<file path="src/rtl/alu_pkg.sv">
// Shared definitions for the ALU and its command sequencer: command op codes,
// the ALU-native op subset and the sequencer state encoding.
package alu_pkg;

  typedef enum logic [1:0] {
    OP_ADD = 2'b00,
    OP_AND = 2'b01,
    OP_MUL = 2'b10,
    OP_RSV = 2'b11
  } cmd_op_t;

  // The ALU itself only understands ADD and AND; anything else yields 0.
  localparam logic [1:0] ALU_OP_ADD = 2'b00;
  localparam logic [1:0] ALU_OP_AND = 2'b01;

  typedef enum logic [1:0] {
    IDLE = 2'b00,
    EXEC = 2'b01,
    RESP = 2'b10
  } seq_state_t;

endpackage

</file>
<file path="src/rtl/alu_sequencer.sv">
// Command sequencer driving the shared ALU; MUL is built from WIDTH ADD passes.
// Define ALU_SEQ_OVF_EN to add the res_ovf overflow output.
module alu_sequencer
  import alu_pkg::*;
#(
  parameter int WIDTH = 8,
  parameter int CNT_W = $clog2(WIDTH)
) (
  input  logic             clk,
  input  logic             rst_n,
  input  logic             cmd_valid,
  output logic             cmd_ready,
  input  logic [1:0]       cmd_op,
  input  logic [WIDTH-1:0] cmd_a,
  input  logic [WIDTH-1:0] cmd_b,
  output logic [WIDTH-1:0] alu_a,
  output logic [WIDTH-1:0] alu_b,
  output logic [1:0]       alu_op,
  input  logic [WIDTH-1:0] alu_c,
  output logic             res_valid,
  input  logic             res_ready,
  output logic [WIDTH-1:0] res_data,
  output logic             res_err,
  output logic             busy
`ifdef ALU_SEQ_OVF_EN
  ,
  output logic             res_ovf
`endif
);

  seq_state_t       state_r, state_next;
  cmd_op_t          op_r;
  logic [WIDTH-1:0] a_r, b_r, acc_r;
  logic [CNT_W-1:0] cnt_r;
  logic [WIDTH-1:0] res_data_r;
  logic             res_err_r;
  logic [WIDTH-1:0] shift_lo;
  logic             mul_last;

`ifdef ALU_SEQ_OVF_EN
  logic [2*WIDTH-1:0] shift_full;
  logic               shift_lost;
  logic               ovf_r;

  // Keep the bits pushed past WIDTH so a dropped partial product is visible.
  assign shift_full = {{WIDTH{1'b0}}, a_r} << cnt_r;
  assign shift_lo   = shift_full[WIDTH-1:0];
  assign shift_lost = |shift_full[2*WIDTH-1:WIDTH];
  assign res_ovf    = ovf_r;
`else
  assign shift_lo = a_r << cnt_r;
`endif

  assign mul_last  = (cnt_r == CNT_W'(WIDTH - 1));
  assign cmd_ready = (state_r == IDLE);
  assign res_valid = (state_r == RESP);
  assign busy      = (state_r != IDLE);
  assign res_data  = res_data_r;
  assign res_err   = res_err_r;

  always_ff @(posedge clk or negedge rst_n) begin
    if (!rst_n) state_r <= IDLE;
    else        state_r <= state_next;
  end

  always_comb begin
    state_next = state_r;
    alu_a      = '0;
    alu_b      = '0;
    alu_op     = ALU_OP_ADD;
    case (state_r)
      IDLE: if (cmd_valid) state_next = EXEC;
      EXEC: begin
        case (op_r)
          OP_ADD, OP_AND: begin
            alu_op     = op_r;
            alu_a      = a_r;
            alu_b      = b_r;
            state_next = RESP;
          end
          OP_MUL: begin
            alu_a = acc_r;
            alu_b = b_r[cnt_r] ? shift_lo : '0;
            if (mul_last) state_next = RESP;
          end
          default: state_next = RESP;
        endcase
      end
      RESP: if (res_ready) state_next = IDLE;
      default: state_next = IDLE;
    endcase
  end

  always_ff @(posedge clk or negedge rst_n) begin
    if (!rst_n) begin
      op_r       <= OP_ADD;
      a_r        <= '0;
      b_r        <= '0;
      acc_r      <= '0;
      cnt_r      <= '0;
      res_data_r <= '0;
      res_err_r  <= 1'b0;
`ifdef ALU_SEQ_OVF_EN
      ovf_r      <= 1'b0;
`endif
    end else begin
      case (state_r)
        IDLE: if (cmd_valid) begin
          op_r      <= cmd_op_t'(cmd_op);
          a_r       <= cmd_a;
          b_r       <= cmd_b;
          acc_r     <= '0;
          cnt_r     <= '0;
          res_err_r <= 1'b0;
`ifdef ALU_SEQ_OVF_EN
          ovf_r     <= 1'b0;
`endif
        end
        EXEC: begin
          case (op_r)
            OP_ADD: begin
              res_data_r <= alu_c;
`ifdef ALU_SEQ_OVF_EN
              ovf_r      <= (alu_c < a_r);
`endif
            end
            OP_AND: res_data_r <= alu_c;
            OP_MUL: begin
              acc_r <= alu_c;
              cnt_r <= cnt_r + CNT_W'(1);
              if (mul_last) res_data_r <= alu_c;
`ifdef ALU_SEQ_OVF_EN
              // Carry out of this pass, or a set multiplier bit selecting a truncated partial.
              ovf_r <= ovf_r | (alu_c < acc_r) | (b_r[cnt_r] & shift_lost);
`endif
            end
            default: begin
              res_data_r <= '0;
              res_err_r  <= 1'b1;
            end
          endcase
        end
        default: ;
      endcase
    end
  end

endmodule

</file>
<file path="config.mk">
export PLATFORM = sky130hd
export DESIGN_NAME = alu_sequencer
export DESIGN_NICKNAME = d
export VERILOG_FILES = /design/src/rtl/alu_pkg.sv /design/src/rtl/alu_sequencer.sv
export SDC_FILE = /design/constraint.sdc
export NUM_CORES = 1
export LEC_CHECK = 0
export ABC_AREA = 0
export CORE_ASPECT_RATIO = 2
export CORE_MARGIN = 3
export CORE_UTILIZATION = 43
export CTS_CLUSTER_DIAMETER = 150
export DETAILED_ROUTE_END_ITERATION = 10
export PLACE_DENSITY = 0.76
export SLEW_MARGIN = 30
export SYNTH_ARGS = -nofsm -noshare
export SYNTH_HDL_FRONTEND = slang
export SYNTH_SLANG_ARGS = --single-unit
</file>
<file path="constraint.sdc">
create_clock -name clk -period 1.9 [get_ports clk]
set_input_delay 0.57 -clock clk [delete_from_list [all_inputs] [get_ports clk]]
set_output_delay 0.57 -clock clk [all_outputs]
set_load 0.005 [all_outputs]
</file>
==> results of run 1 <==
-- logic make-up (layout without fill, tap and decap cells) --
group	after synthesis	count (layout)	share of synthesized area, %
mux	36	36	21.81
simple gates	41	41	9.988
fa+ha+maj	2	2	1.148
flops	40	40	45.92
other cells	1	1	0.1721
compound gates	44	44	15.79
buf+inv	19	133	5.166
-- per-stage QoR --
step | utilization [%] | TNS (ns) | power, uW
floorplan | - | -0.1541 | 2707
global placement | 63.01 | -10.35 | 4031
detailed placement | 63.01 | -11.41 | 4097
CTS | 69.62 | -6.280 | 5133
global route | 69.96 | -7.714 | 5484
finish | 69.96 | -6.628 | 5192
-- power by group through the flow --
stage                     Sequential (uW)  Clock (uW)  Combinational, uW
final                                1600         720               2880
after global routing                 1650         766               3070
after CTS                            1570         727               2830
after detailed placement             1580           0               2520
after global placement               1570           0               2460
after floorplan                      1510           0               1200
-- synth_stat cells, types with 3 or more instances --
cell type   n
o21ai_1     6
nand3_1    11
a22o_1     16
buf_4       3
mux4_2      6
buf_2       5
mux2_2      4
inv_1       5
mux2_1     18
clkbuf_1    4
mux2i_1     7
o21ai_0     9
dfrtp_1    40
nand2_1    18
nand2b_1    4
-- what timing repair did --
item,4_1_cts,5_1_grt
gates cloned,2,0
buffers inserted,21,4
endpoints found under the setup margin,20,44
gates resized for setup,111,15
pin swaps,16,11
-- sequential cells by signal (all words and copies together), names as in the netlist --
signal	cells
a_r	8
acc_r	8
b_r	8
res_data	8
cnt_r	3
op_r	2
state_r	2
res_err	1
-- metal layers --
metal | routed length, um | vias up
met2 | 3975 | 67
li1 | - | 911
met4 | 323 | 0
met3 | 226 | 20
met5 | 0 | -
met1 | 2332 | 1004
-- worst max-delay path, cell delays in order (launching register included) --
cell and delay (ns):
dfrtp_2 0.39, buf_6 0.11, mux4_2 0.52, mux2i_4 0.20, buf_6 0.13, o31ai_2 0.05, buf_2 0.13
-- worst max path at each step --
stage                        start  slack [ns]  endpoint  cells past startpoint
after floorplan           cnt_r[1]       -0.08  alu_b[7]                      5
after global placement    cnt_r[1]       -0.64  alu_b[7]                      4
after detailed placement  cnt_r[1]       -0.71  alu_b[7]                      4
after CTS                 cnt_r[1]       -0.50  alu_b[6]                      5
after global routing      cnt_r[1]       -0.60  alu_b[7]                      5
final                     cnt_r[1]       -0.51  alu_b[6]                      6
-- area by class of cell --
| type | count | area, um^2 |
|---|---|---|
| Fill cell | 368 | 1461 |
| Multi-Input combinational cell | 124 | 1146 |
| Timing Repair Buffer | 120 | 1046 |
| Sequential cell | 40 | 1006 |
| Tap cell | 57 | 71.32 |
| Clock buffer | 5 | 68.82 |
| Clock inverter | 3 | 46.29 |
| Inverter | 5 | 18.77 |
==> impl_metrics.ini, run 1 <==
[clocking]
path_clk_slew_ns = 0.08
numCtsBuffers = 5
cts_tree = done
cts_sinks = 40
cts.htree.levels = 2
postCtsHoldBufs = 0
clkLatencyLatePin_ns = 0.30
clock-root-buffer = clkbuf_8
clockBufferDepth = 2

[synthesis]
synth.largest_area_cell = dfrtp_1
syn_nets = 215
synthFlopType = dfrtp_1
synth_edf_count = 0
synth-seq-cells = 40
synth_cell_types = 37
avgSynthCellArea_um2 = 11.91
synth_area_leaders = dfrtp_1, mux2_1, a22o_1
syn_area_um2 = 2180
yosysWarningCount = 0
postSynth.asyncResetShare_pct = 100.0
synth.top_cell.area_share_pct = 45.92
netlist_instances = 183
synth_sequential_area_ratio_pct = 45.92

[placement]
place_inst = 325
placed_area_um2 = 3065
gp_congestion = 0.9172
pre_cts_ws_ns = -0.7121
io_buffers = 58
post-dp-hpwl_mm = 4.860

[floorplanning]
rows = 36
dieArea_um2 = 6011
initial_utilization_pct = 44.80
die_h_um = 106.7
die-width_um = 56.34
coreArea_um2 = 4865
ios = 60

[setup_path]
crit_type = reg2out
timing.rr.start = state_r[1]
cp-end-kind = output pin
cp.required_ns = 1.33
cp-start-kind = flop
reg2reg_depth = 8
crit_fanout = 3
crit_arrival_ns = 1.84
reg2reg_to = cnt_r[1]
r2r_slack_ns = 0.08

[global_route]
grt_start_max_net_pins = 25
grt_pass1_vias = 2173
met3_usage_pct = 2.530
use_met2_pct = 45.98
antenna_found_initial = 0
grt-busiest-layer = met2
grtUsageTotal_pct = 24.36
grtUsageMet1_pct = 24.53
grt_overflow = 0
grt_pass1_wl_mm = 11.02

[finish]
final_common_cell = buf_4
instances_no_fill = 354
n_antenna_cell = 0
stdcell_area_um2 = 3403
syn2layout_area_growth_pct = 56.14
nets = 328
layout-drive-gt1-share_pct = 41.75
most-common-layout-cells = buf_4, clkdlybuf4s50_1, dfrtp_1

[detailed_routing]
drc = 0
wl_per_cell_um = 19.37
vias = 2002
wl_mm = 6.857
first_pass_iters = 4
drt_iter0_markers = 72
antenna_left = 0
via_per_inst = 5.655

[pwr]
seqPwrFrac_pct = 30.7
clkPwrFrac_pct = 13.9
power_density_nw_per_um2 = 1526
p_sw_share_pct = 35.97
p_comb_share_pct = 55.4
switchingPower_uw = 1867
p_int_uw = 3324
ir_drop_uv = 949.0
leakagePower_uw = 0.001532

[sta]
fin_crit_ns = 2.409
rsz0062_at_grt = yes
finalSetupViolations = 19
hold_viol_final = 0
period_share_pct = 126.8
fmax_ghz = 0.4151
final.hold.worst_slack_ns = 0.2100
skew_ns = 0.003061
final-max-slew-violation-count = 0
setup_ws_ns = -0.5093

[min_path]
hp-class = in2async

[status]
status = finished, violations left
violations = setup timing

[run]
drv.max_cap_violation_count = 0
(Power assumes the default switching activity.)
==> run 2, diff against run 1 <==
CORE_ASPECT_RATIO = 1.5   (was 2)
CORE_MARGIN = not set   (was 3)
==> run 2 against run 1 <==
Effect of this change: clock-buffer cell count stayed put; the run still ends with setup timing left; sequential power barely moved; routed wire length about the same; largest power group unchanged; clock skew up 0.0034 ns; critical endpoint is now alu_b[4]; non-clock buffer count is 5 higher; clock power is 0.7% lower.
==> impl_metrics.ini, run 2 (same netlist as run 1, synthesis figures left out) <==
[finish]
final_util_pct = 70.86
nets = 333
n_antenna_cell = 0
syn2layout_area_growth_pct = 57.64
seq_area_um2 = 1006
final_common_cell = buf_4
fillers = 335
multi_input_comb_area_um2 = 1140
most-common-layout-cells = buf_4, clkdlybuf4s50_1, dfrtp_1
layout-drive-gt1-share_pct = 41.72

[clocking]
path_clk_slew_ns = 0.08
clkLatencyLatePin_ns = 0.30
cts_sinks = 40
clock-root-buffer = clkbuf_8
postCtsHoldBufs = 0
cts_tree = done
numCtsBuffers = 5
cts.htree.levels = 2
clockBufferDepth = 2

[detailed_routing]
drc = 0
wl_met1_mm = 2.486
wl_per_cell_um = 18.62
wl_mm = 6.853
antenna_left = 0
top_layer = met4
dr_wl_met3_um = 171
first_pass_iters = 4
via_per_inst = 5.478
wl_met2_mm = 3.907
drt_iter0_markers = 94
vias = 2016

[floorplanning]
die_h_um = 89.20
rows = 31
dieArea_um2 = 5363
initial_utilization_pct = 44.95
die-width_um = 60.13
coreArea_um2 = 4848
ios = 60

[pwr]
switchingPower_uw = 1896
power_density_nw_per_um2 = 1530
leakagePower_uw = 0.001549
ir_drop_uv = 714.7
p_comb_share_pct = 56.3
p_int_uw = 3362
p_sw_share_pct = 36.06
clkPwrFrac_pct = 13.6
seqPwrFrac_pct = 30.1

[sta]
skew_ns = 0.006478
period_share_pct = 131.3
tightestPinTransition_ns = 0.6061
setup_ws_ns = -0.5947
rsz0062_at_grt = yes
fin_crit_ns = 2.495
finalSetupViolations = 18
final-max-slew-violation-count = 0
fmax_ghz = 0.4009
max_slew_margin_pct = 59.59
final.hold.worst_slack_ns = 0.2714
hold_viol_final = 0

[setup_path]
timing.rr.start = cnt_r[1]
cp-start-kind = flop
reg2reg_depth = 7
crit_fanout = 5
r2r_slack_ns = 0.12
cp.required_ns = 1.33
path_cells = buf_6, mux4_2, mux2i_4, buf_4, o41ai_2, buf_2
cp-end-kind = output pin
cp_slowest_cell = mux4_2
reg2reg_to = res_data[3]
crit_type = reg2out
crit_arrival_ns = 1.92
cpPeakStageDelay_ns = 0.53

[global_route]
antenna_found_initial = 0
grtUsageTotal_pct = 27.38
grt_pass1_wl_mm = 10.61
grt_start_max_net_pins = 28
grt_pass1_vias = 2176
grt_overflow = 0

[placement]
io_buffers = 58
post-dp-hpwl_mm = 4.421
gp_congestion = 0.8663

[status]
status = finished, violations left
violations = setup timing

[run]
drv.max_cap_violation_count = 0

[min_path]
hp-class = in2async
[run 2: repair_timing]
item / 4_1_cts / 5_1_grt
cloned: 0 / 0
endpoints found under the setup margin: 20 / 22
pin swaps: 12 / 7
gates resized for setup: 102 / 11
setup buffers: 20 / 4
[run 2: critical path, delay by kind of cell, from the launching register on]
family / cells / cell delay (ns)
multiplexers: 2 / 0.74
AO/OA/AOI/OAI: 1 / 0.06
flip-flops: 1 / 0.40
buffers and inverters: 3 / 0.42
[run 2: power by group through the flow]
| stage | Clock, uW | Combinational (uW) | Sequential (uW) |
|---|---|---|---|
| 3_3_place_gp | 0 | 2440 | 1560 |
| 4_1_cts | 718 | 2770 | 1560 |
| 5_1_grt | 757 | 3150 | 1620 |
| 6_report | 715 | 2960 | 1580 |
| 2_1_floorplan | 0 | 1200 | 1510 |
| 3_5_place_dp | 0 | 2500 | 1580 |
[run 2: through the flow]
step	cells	area (um^2)	TNS (ns)	total power, uW	worst slack [ns]
floorplan	183	2180	-0.1541	2707	-0.07708
global placement	338	3094	-10.50	3998	-0.6398
detailed placement	338	3094	-11.08	4078	-0.7012
CTS	366	3364	-6.235	5048	-0.5073
global route	368	3436	-8.000	5532	-0.6193
finish	368	3436	-7.120	5258	-0.5947
[run 2: layer usage]
layer | vias up | global-route usage, %
met2 | 59 | 48.35
li1 | 920 | -
met3 | 23 | 3.907
met4 | 0 | 17.12
met1 | 1014 | 29.98
met5 | - | 0
[run 2: worst max path at each step]
| stage | start | end | slack (ns) | cells past startpoint |
|---|---|---|---|---|
| 3_5_place_dp | cnt_r[1] | alu_b[7] | -0.70 | 4 |
| 3_3_place_gp | cnt_r[1] | alu_b[7] | -0.64 | 4 |
| 4_1_cts | cnt_r[1] | alu_b[6] | -0.51 | 6 |
| 6_report | cnt_r[1] | alu_b[4] | -0.59 | 6 |
| 5_1_grt | cnt_r[1] | alu_b[6] | -0.62 | 6 |
| 2_1_floorplan | cnt_r[1] | alu_b[7] | -0.08 | 5 |
[run 2: area by class of cell]
cell class	instances	share of cell area [%]
clock inverters	3	1.347
flip-flops and latches	40	29.28
multi-input cells	124	33.18
repair buffers	125	31.25
clock buffers	5	2.003
well taps	66	2.403
inverters	5	0.5462
==> run 3, diff against run 2 <==
SLEW_MARGIN = 25   (was 30)
==> results of run 3 <==
No change in the layout: final DEF, timing and power equal those of run 2.
